### config.mk
export PLATFORM = sky130hd
export DESIGN_NAME = muldiv_fu
export DESIGN_NICKNAME = d
export VERILOG_FILES = /design/src/rtl/muldiv_fu_pkg.sv /design/src/rtl/muldiv_step.sv /design/src/rtl/muldiv_fu.sv
export SDC_FILE = /design/constraint.sdc
export NUM_CORES = 1
export LEC_CHECK = 0
export ABC_CLOCK_PERIOD_IN_PS = 6700
export BUFFER_PORTS_ARGS = -buffer_cell sky130_fd_sc_hd__buf_2
export CAP_MARGIN = 20
export CORE_UTILIZATION = 50
export CTS_CLUSTER_SIZE = 30
export DETAILED_ROUTE_END_ITERATION = 10
export GPL_TIMING_DRIVEN = 1
export PLACE_DENSITY = 0.67
export SETUP_SLACK_MARGIN = 0.05
export SLEW_MARGIN = 20
export SYNTH_ARGS = -nofsm -noshare
export SYNTH_HDL_FRONTEND = slang
export SYNTH_HIERARCHICAL = 1
export SYNTH_SLANG_ARGS = --single-unit
export TNS_END_PERCENT = 10
### constraint.sdc
create_clock -name clock -period 6.7 [get_ports clock]
set_input_delay 1.34 -clock clock [delete_from_list [all_inputs] [get_ports clock]]
set_output_delay 1.34 -clock clock [all_outputs]
set_load 0.01 [all_outputs]
### src/rtl/muldiv_fu_pkg.sv
// rtl/muldiv_fu_pkg.sv - op/state encodings and operand-sign helpers shared by muldiv_fu
package muldiv_fu_pkg;

  localparam logic [2:0] MULDIV_OP_MUL    = 3'd0;
  localparam logic [2:0] MULDIV_OP_MULH   = 3'd1;
  localparam logic [2:0] MULDIV_OP_MULHSU = 3'd2;
  localparam logic [2:0] MULDIV_OP_MULHU  = 3'd3;
  localparam logic [2:0] MULDIV_OP_DIV    = 3'd4;
  localparam logic [2:0] MULDIV_OP_DIVU   = 3'd5;
  localparam logic [2:0] MULDIV_OP_REM    = 3'd6;
  localparam logic [2:0] MULDIV_OP_REMU   = 3'd7;

  typedef enum logic [1:0] {
    ST_IDLE = 2'd0,
    ST_CALC = 2'd1,
    ST_FIX  = 2'd2,
    ST_DONE = 2'd3
  } muldiv_state_t;

  function automatic logic op_is_div(input logic [2:0] op);
    return op[2];
  endfunction

  function automatic logic op_is_rem(input logic [2:0] op);
    return op[2] & op[1];
  endfunction

  // MUL only needs the low product bits, which are sign-agnostic
  function automatic logic src1_signed(input logic [2:0] op);
    return (op == MULDIV_OP_MULH) || (op == MULDIV_OP_MULHSU) ||
           (op == MULDIV_OP_DIV)  || (op == MULDIV_OP_REM);
  endfunction

  function automatic logic src2_signed(input logic [2:0] op);
    return (op == MULDIV_OP_MULH) || (op == MULDIV_OP_DIV) || (op == MULDIV_OP_REM);
  endfunction

endpackage

### src/rtl/muldiv_step.sv
// rtl/muldiv_step.sv - one radix-2 iteration: shift-add multiply or restoring divide
module muldiv_step #(
  parameter int XLEN = 32
) (
  input  logic            is_div,
  input  logic [XLEN-1:0] acc_i,
  input  logic [XLEN-1:0] lo_i,
  input  logic [XLEN-1:0] mcand_i,
  output logic [XLEN-1:0] acc_o,
  output logic [XLEN-1:0] lo_o
);

  logic [XLEN:0] sum;
  logic [XLEN:0] shifted;
  logic [XLEN:0] diff;

  always_comb begin
    acc_o   = acc_i;
    lo_o    = lo_i;
    sum     = {1'b0, acc_i} + {1'b0, mcand_i};
    shifted = {acc_i, lo_i[XLEN-1]};
    diff    = shifted - {1'b0, mcand_i};
    if (is_div) begin
      // remainder stays below the divisor, so diff's top bit is a clean borrow
      if (!diff[XLEN]) begin
        acc_o = diff[XLEN-1:0];
        lo_o  = {lo_i[XLEN-2:0], 1'b1};
      end else begin
        acc_o = shifted[XLEN-1:0];
        lo_o  = {lo_i[XLEN-2:0], 1'b0};
      end
    end else if (lo_i[0]) begin
      {acc_o, lo_o} = {sum, lo_i[XLEN-1:1]};
    end else begin
      {acc_o, lo_o} = {1'b0, acc_i, lo_i[XLEN-1:1]};
    end
  end

endmodule

### src/rtl/muldiv_fu.sv
// rtl/muldiv_fu.sv - iterative RV M-extension multiply/divide unit
// MULDIV_FAST_MUL_EN selects a single-cycle combinational multiplier for the MUL* ops.
module muldiv_fu
  import muldiv_fu_pkg::*;
#(
  parameter int XLEN = 32
) (
  input  logic            clock,
  input  logic            reset,
  input  logic            flush_i,
  input  logic            in_valid_i,
  output logic            in_ready_o,
  input  logic [2:0]      op_i,
  input  logic [XLEN-1:0] src1_i,
  input  logic [XLEN-1:0] src2_i,
  output logic            out_valid_o,
  input  logic            out_ready_i,
  output logic [XLEN-1:0] result_o,
  output logic            busy_o
);

  localparam int CW = $clog2(XLEN + 1);

  muldiv_state_t   state;
  logic [2:0]      op_q;
  logic            neg_q;
  logic [CW-1:0]   cnt_q;
  logic [XLEN-1:0] acc_q, lo_q, mcand_q, result_q;
  logic            out_valid_q;

  logic            s1_neg, s2_neg, res_neg, div_zero, div_ovf, fast_mul;
  logic [XLEN-1:0] abs1, abs2, special_res, fast_res, acc_nxt, lo_nxt;
  logic [XLEN-1:0] div_sel, fix_res;
  logic [2*XLEN-1:0] prod_raw, prod_fix;

  assign in_ready_o  = (state == ST_IDLE) && !flush_i;
  assign busy_o      = (state != ST_IDLE);
  assign out_valid_o = out_valid_q;
  assign result_o    = result_q;

  assign s1_neg   = src1_signed(op_i) & src1_i[XLEN-1];
  assign s2_neg   = src2_signed(op_i) & src2_i[XLEN-1];
  assign abs1     = s1_neg ? -src1_i : src1_i;
  assign abs2     = s2_neg ? -src2_i : src2_i;
  assign res_neg  = op_is_rem(op_i) ? s1_neg : (s1_neg ^ s2_neg);
  assign div_zero = op_is_div(op_i) && (src2_i == '0);
  assign div_ovf  = op_is_div(op_i) && src2_signed(op_i) && (src2_i == '1) &&
                    (src1_i == {1'b1, {(XLEN-1){1'b0}}});
  assign special_res = div_zero ? (op_is_rem(op_i) ? src1_i : '1)
                                : (op_is_rem(op_i) ? '0 : src1_i);

`ifdef MULDIV_FAST_MUL_EN
  logic [2*XLEN-1:0] fa, fb, fprod;
  assign fa       = {{XLEN{s1_neg}}, src1_i};
  assign fb       = {{XLEN{s2_neg}}, src2_i};
  assign fprod    = fa * fb;
  assign fast_mul = !op_is_div(op_i);
  assign fast_res = (op_i == MULDIV_OP_MUL) ? fprod[XLEN-1:0] : fprod[2*XLEN-1:XLEN];
`else
  assign fast_mul = 1'b0;
  assign fast_res = '0;
`endif

  muldiv_step #(.XLEN(XLEN)) u_step (
    .is_div  (op_is_div(op_q)),
    .acc_i   (acc_q),
    .lo_i    (lo_q),
    .mcand_i (mcand_q),
    .acc_o   (acc_nxt),
    .lo_o    (lo_nxt)
  );

  // acc_q:lo_q holds the product, or remainder:quotient, as magnitudes
  always_comb begin
    prod_raw = {acc_q, lo_q};
    prod_fix = neg_q ? -prod_raw : prod_raw;
    div_sel  = op_is_rem(op_q) ? acc_q : lo_q;
    if (neg_q) div_sel = -div_sel;
    case (op_q)
      MULDIV_OP_MUL:                                   fix_res = prod_fix[XLEN-1:0];
      MULDIV_OP_MULH, MULDIV_OP_MULHSU, MULDIV_OP_MULHU: fix_res = prod_fix[2*XLEN-1:XLEN];
      default:                                         fix_res = div_sel;
    endcase
  end

  always_ff @(posedge clock or negedge reset) begin
    if (!reset) begin
      state       <= ST_IDLE;
      op_q        <= MULDIV_OP_MUL;
      neg_q       <= 1'b0;
      cnt_q       <= '0;
      acc_q       <= '0;
      lo_q        <= '0;
      mcand_q     <= '0;
      result_q    <= '0;
      out_valid_q <= 1'b0;
    end else if (flush_i) begin
      state       <= ST_IDLE;
      out_valid_q <= 1'b0;
    end else begin
      case (state)
        ST_IDLE: begin
          if (in_valid_i) begin
            op_q  <= op_i;
            neg_q <= res_neg;
            if (fast_mul) begin
              result_q    <= fast_res;
              out_valid_q <= 1'b1;
              state       <= ST_DONE;
            end else if (div_zero || div_ovf) begin
              result_q    <= special_res;
              out_valid_q <= 1'b1;
              state       <= ST_DONE;
            end else begin
              acc_q   <= '0;
              lo_q    <= abs1;
              mcand_q <= abs2;
              cnt_q   <= CW'(XLEN);
              state   <= ST_CALC;
            end
          end
        end
        ST_CALC: begin
          acc_q <= acc_nxt;
          lo_q  <= lo_nxt;
          cnt_q <= cnt_q - 1'b1;
          if (cnt_q == CW'(1)) state <= ST_FIX;
        end
        ST_FIX: begin
          result_q    <= fix_res;
          out_valid_q <= 1'b1;
          state       <= ST_DONE;
        end
        ST_DONE: begin
          if (out_ready_i) begin
            out_valid_q <= 1'b0;
            state       <= ST_IDLE;
          end
        end
        default: state <= ST_IDLE;
      endcase
    end
  end

endmodule

==> tab_implementation.tex <==
\begin{tabular}{lr}
\hline
Metric & Value \\
\hline
\multicolumn{2}{l}{\textbf{Synth}} \\
Flip-flop cell with the highest count after synthesis & sky130\_fd\_sc\_hd\_\_dfrtp\_1 \\
Cell Area, Synth & 16940 µm² \\
Cell type with the largest total area after synthesis & sky130\_fd\_sc\_hd\_\_dfrtp\_1 \\
Top post-synthesis cells by area & sky130\_fd\_sc\_hd\_\_dfrtp\_1 (21\%), sky130\_fd\_sc\_hd\_\_nand2\_1 (6.2\%), sky130\_fd\_sc\_hd\_\_o21ai\_0 (5.7\%) \\
Average cell area after synthesis & 7.473 µm² \\
Number of enable-type register cells in the synthesized netlist & 0 \\
Instance count of the mapped netlist & 2267 \\
Number of storage elements in the synthesis netlist & 141 \\
Post-synth ARST share & 100.0\% \\
Distinct cells, synth & 105 \\
Share of the yosys chip area belonging to registers & 20.83\% \\
Ys Warns & 6 \\
Net Count, Synth & 2416 \\
Post-synth top area share & 20.83\% \\
\multicolumn{2}{l}{\textbf{Clocking}} \\
Cell chosen for the clock root & sky130\_fd\_sc\_hd\_\_clkbuf\_16 \\
Number of resized instances in the post-cts repair step & 0 \\
Post-CTS clock slew at the launch and capture registers of the worst setup and hold paths & 0.06 ns \\
TritonCTS Buffers & 17 \\
Total setup buffers inserted after CTS & 0 \\
Total number of H-tree levels & 4 \\
Source-to-sink clock delay at the later pin of the worst-skew pair & 0.46 ns \\
Count of hold buffers inserted by post-cts repair & 0 \\
Clock sink count & 141 \\
Clock tree buffer depth & 2 \\
Clock tree from TritonCTS & done \\
\multicolumn{2}{l}{\textbf{STA}} \\
RSZ-0062 raised after global routing & no \\
Max Slew Vio Count & 0 \\
Sum of negative setup slack & 0 ns \\
Highest attainable clock frequency & 212.8 MHz \\
Number of setup violations in the final report & 0 \\
Total count of hold-check failures in the final report & 0 \\
Final Hold Slack & 0.4764 ns \\
Relative slew slack & 24.46\% \\
Worst Tran Pin Value & 1.133 ns \\
Share of the cycle needed by the critical path after routing & 70.12\% \\
Worst clock skew & 0.02144 ns \\
Final min period & 4.698 ns \\
\multicolumn{2}{l}{\textbf{GRT}} \\
Maximum number of pins on one net before global-route repair & 81 \\
Aggregate global routing overflow & 0 \\
Vias in the first global route & 16.75k \\
First-pass GRT wire length & 99860 µm \\
GRT Util Overall & 37.97\% \\
Antenna violations before repair & 5 \\
\multicolumn{2}{l}{\textbf{Final layout}} \\
Final standard cell count with taps included and fillers excluded & 2714 \\
Share of final-layout standard cells stronger than drive strength 1 & 11.87\% \\
Diode insertion count for antenna repair & 0 \\
Final nets & 2403 \\
Relative area change from synthesis to final layout & 7.614\% \\
\multicolumn{2}{l}{\textbf{Routing}} \\
DRC marker count from the first detailed-route iteration & 2315 \\
Met3 WL & 6890 µm \\
Highest metal layer with signal wires & met5 \\
Wire length after detailed routing & 64880 µm \\
Wire length on met2 & 27500 µm \\
DRC errors left & 0 \\
Detailed-route via count & 18.27k \\
Number of iterations in the first detailed-routing pass & 6 \\
Average wire per cell in the routed design & 23.90 µm \\
Vias per cell & 6.730 \\
M1 wire length & 27880 µm \\
Routed Antenna Nets & 0 \\
\multicolumn{2}{l}{\textbf{Place}} \\
Number of placed cells counting well taps & 2681 \\
IO Port Bufs & 106 \\
Final weighted congestion in routability-driven placement & 1.011 \\
Half-perimeter wire length after detailed placement & 47790 µm \\
\multicolumn{2}{l}{\textbf{Worst setup path}} \\
Critical path fanouts, max & 34 \\
Critical path endpoint category & flop \\
Worst R2R Setup Slack & 2.14 ns \\
Crit path DAT & 5.07 ns \\
Type of origin of the critical path & input port \\
Category of the most critical setup path & input port to flop \\
Required time reported for the critical path endpoint & 7.08 ns \\
\multicolumn{2}{l}{\textbf{Die}} \\
IO Pins & 107 \\
Floorplan row count & 67 \\
Die footprint & 34620 µm² \\
Floorplan die width & 186.1 µm \\
Core box area & 33450 µm² \\
Die extent in y & 186.1 µm \\
Initial core utilization & 50.65\% \\
\multicolumn{2}{l}{\textbf{Power and ir drop}} \\
Largest voltage drop on the vdd net & 0.0003950 V \\
Power Dens Cells & 532.8 nW/µm² \\
Internal power component & 4360 µW \\
Switching power share of the total & 55.11\% \\
Share of power burned in combinational logic & 67.0\% \\
Clock power frac & 10.9\% \\
Power share of the sequential group & 22.1\% \\
Net Switching & 5353 µW \\
Leakage power of the design & 0.007842 µW \\
\multicolumn{2}{l}{\textbf{Status}} \\
Status & finished clean \\
\multicolumn{2}{l}{\textbf{Job}} \\
Max cap viols & 0 \\
\multicolumn{2}{l}{\textbf{Min path}} \\
Hold/Removal Path Class & flop to flop \\
\hline
\end{tabular}
[per-stage QoR]
step / utilization (%) / power, µW / worst slack [ns] / cell area [µm²]
6_report: 54.51 / 9713 / 2.002 / 18230
5_1_grt: 54.51 / 10360 / 1.788 / 18230
4_1_cts: 54.38 / 9471 / 2.077 / 18190
3_5_place_dp: 52.45 / 8392 / 1.634 / 17540
3_3_place_gp: 52.45 / 8300 / 1.756 / 17540
2_1_floorplan: - / 6574 / 2.878 / 16940
[worst paths after layout]
| kind | to | startpoint | depth (start not counted) |
|---|---|---|---|
| worst max register to register | acc_q[28] | acc_q[2] | 13 |
| worst min register to register | result_o[6] | result_o[6] | 1 |
| max in group asynchronous | acc_q[21] | reset | 2 |
| worst max-delay path | acc_q[9] | src1_i[4] | 9 |
| min in group asynchronous | result_o[26] | reset | 1 |
| worst min-delay path | result_o[6] | result_o[6] | 1 |
[Yosys cell counts (all sizes together) (14+ instances only)]
| cell | instances |
|---|---|
| o31ai | 37 |
| a22o | 14 |
| mux2 | 48 |
| clkbuf | 126 |
| nor4 | 47 |
| inv | 63 |
| nand2b | 23 |
| mux2i | 94 |
| xnor2 | 88 |
| and3 | 19 |
| buf | 45 |
| nor2b | 33 |
| a21o | 28 |
| nand4 | 42 |
| nand2 | 283 |
| o21ai | 204 |
| dfrtp | 141 |
| o211ai | 24 |
| ha | 75 |
| a31oi | 22 |
| nor3 | 49 |
| nand3 | 80 |
| nor2 | 148 |
| xor2 | 66 |
| a21oi | 170 |
| or3 | 23 |
| a211oi | 46 |
| or4 | 22 |
| o21a | 20 |
[power by group through the flow]
stage	logic, µW	registers, µW	clock network (µW)
2_1_floorplan	5050	1520	0
3_3_place_gp	6210	2090	0
3_5_place_dp	6290	2100	0
4_1_cts	6320	2090	1070
5_1_grt	7080	2180	1100
6_report	6510	2150	1060
[final cells by class]
type,count,area (µm²)
flip-flops and latches,141,3533
inverters,65,244.0
clock buffers,17,425.4
multi-input cells,1888,12430
well taps,448,560.5
clock inverters,14,219.0
fillers,3275,15220
repair buffers,141,814.5
[cell families after synthesis]
| family | after synthesis | synth area share (%) |
|---|---|---|
| DFF | 141 | 20.83 |
| muxes | 142 | 8.767 |
| adders and majority gates | 77 | 5.775 |
| xor gates and xnor gates | 154 | 7.962 |
| buffers and inverters | 238 | 6.034 |
| AOI/OAI and AO/OA | 685 | 25.93 |
| and+or+nand+nor | 830 | 24.70 |
[per-layer routing]
layer / up-vias / track usage (%)
li1: 8334 / -
met1: 8714 / 52.30
met2: 1006 / 55.69
met3: 201 / 10.41
met4: 10 / 15.02
met5: - / 0
[state kept, by name (all words and copies together) (netlist names)]
register	flops
mcand_q	32
neg_q	1
state	2
result_o	32
out_valid_o	1
lo_q	32
cnt_q	6
acc_q	32
op_q	3
[worst max-delay path, stage by stage]
cell and delay (ns):
sky130_fd_sc_hd__buf_2 0.12, sky130_fd_sc_hd__or4_4 0.56, sky130_fd_sc_hd__nor4_1 0.73, sky130_fd_sc_hd__nand4_1 0.40, sky130_fd_sc_hd__o211ai_1 0.62, sky130_fd_sc_hd__and2_2 0.65
sky130_fd_sc_hd__buf_4 0.44, sky130_fd_sc_hd__nand2_1 0.11, sky130_fd_sc_hd__nand2_1 0.09
[placed cells by master, fill, tap and decap left out, drive strengths merged, types with 23 or more instances in the layout]
master	n
a211oi	46
a21o	28
a21oi	170
buf	140
dfrtp	141
ha	75
inv	64
mux2	48
mux2i	94
nand2	283
nand2b	23
nand3	80
nand4	42
nor2	148
nor2b	33
nor3	49
nor4	47
o211ai	24
o21ai	204
o31ai	37
or3	23
xnor2	88
xor2	66
No activity file was read; power rests on OpenSTA's default activity.
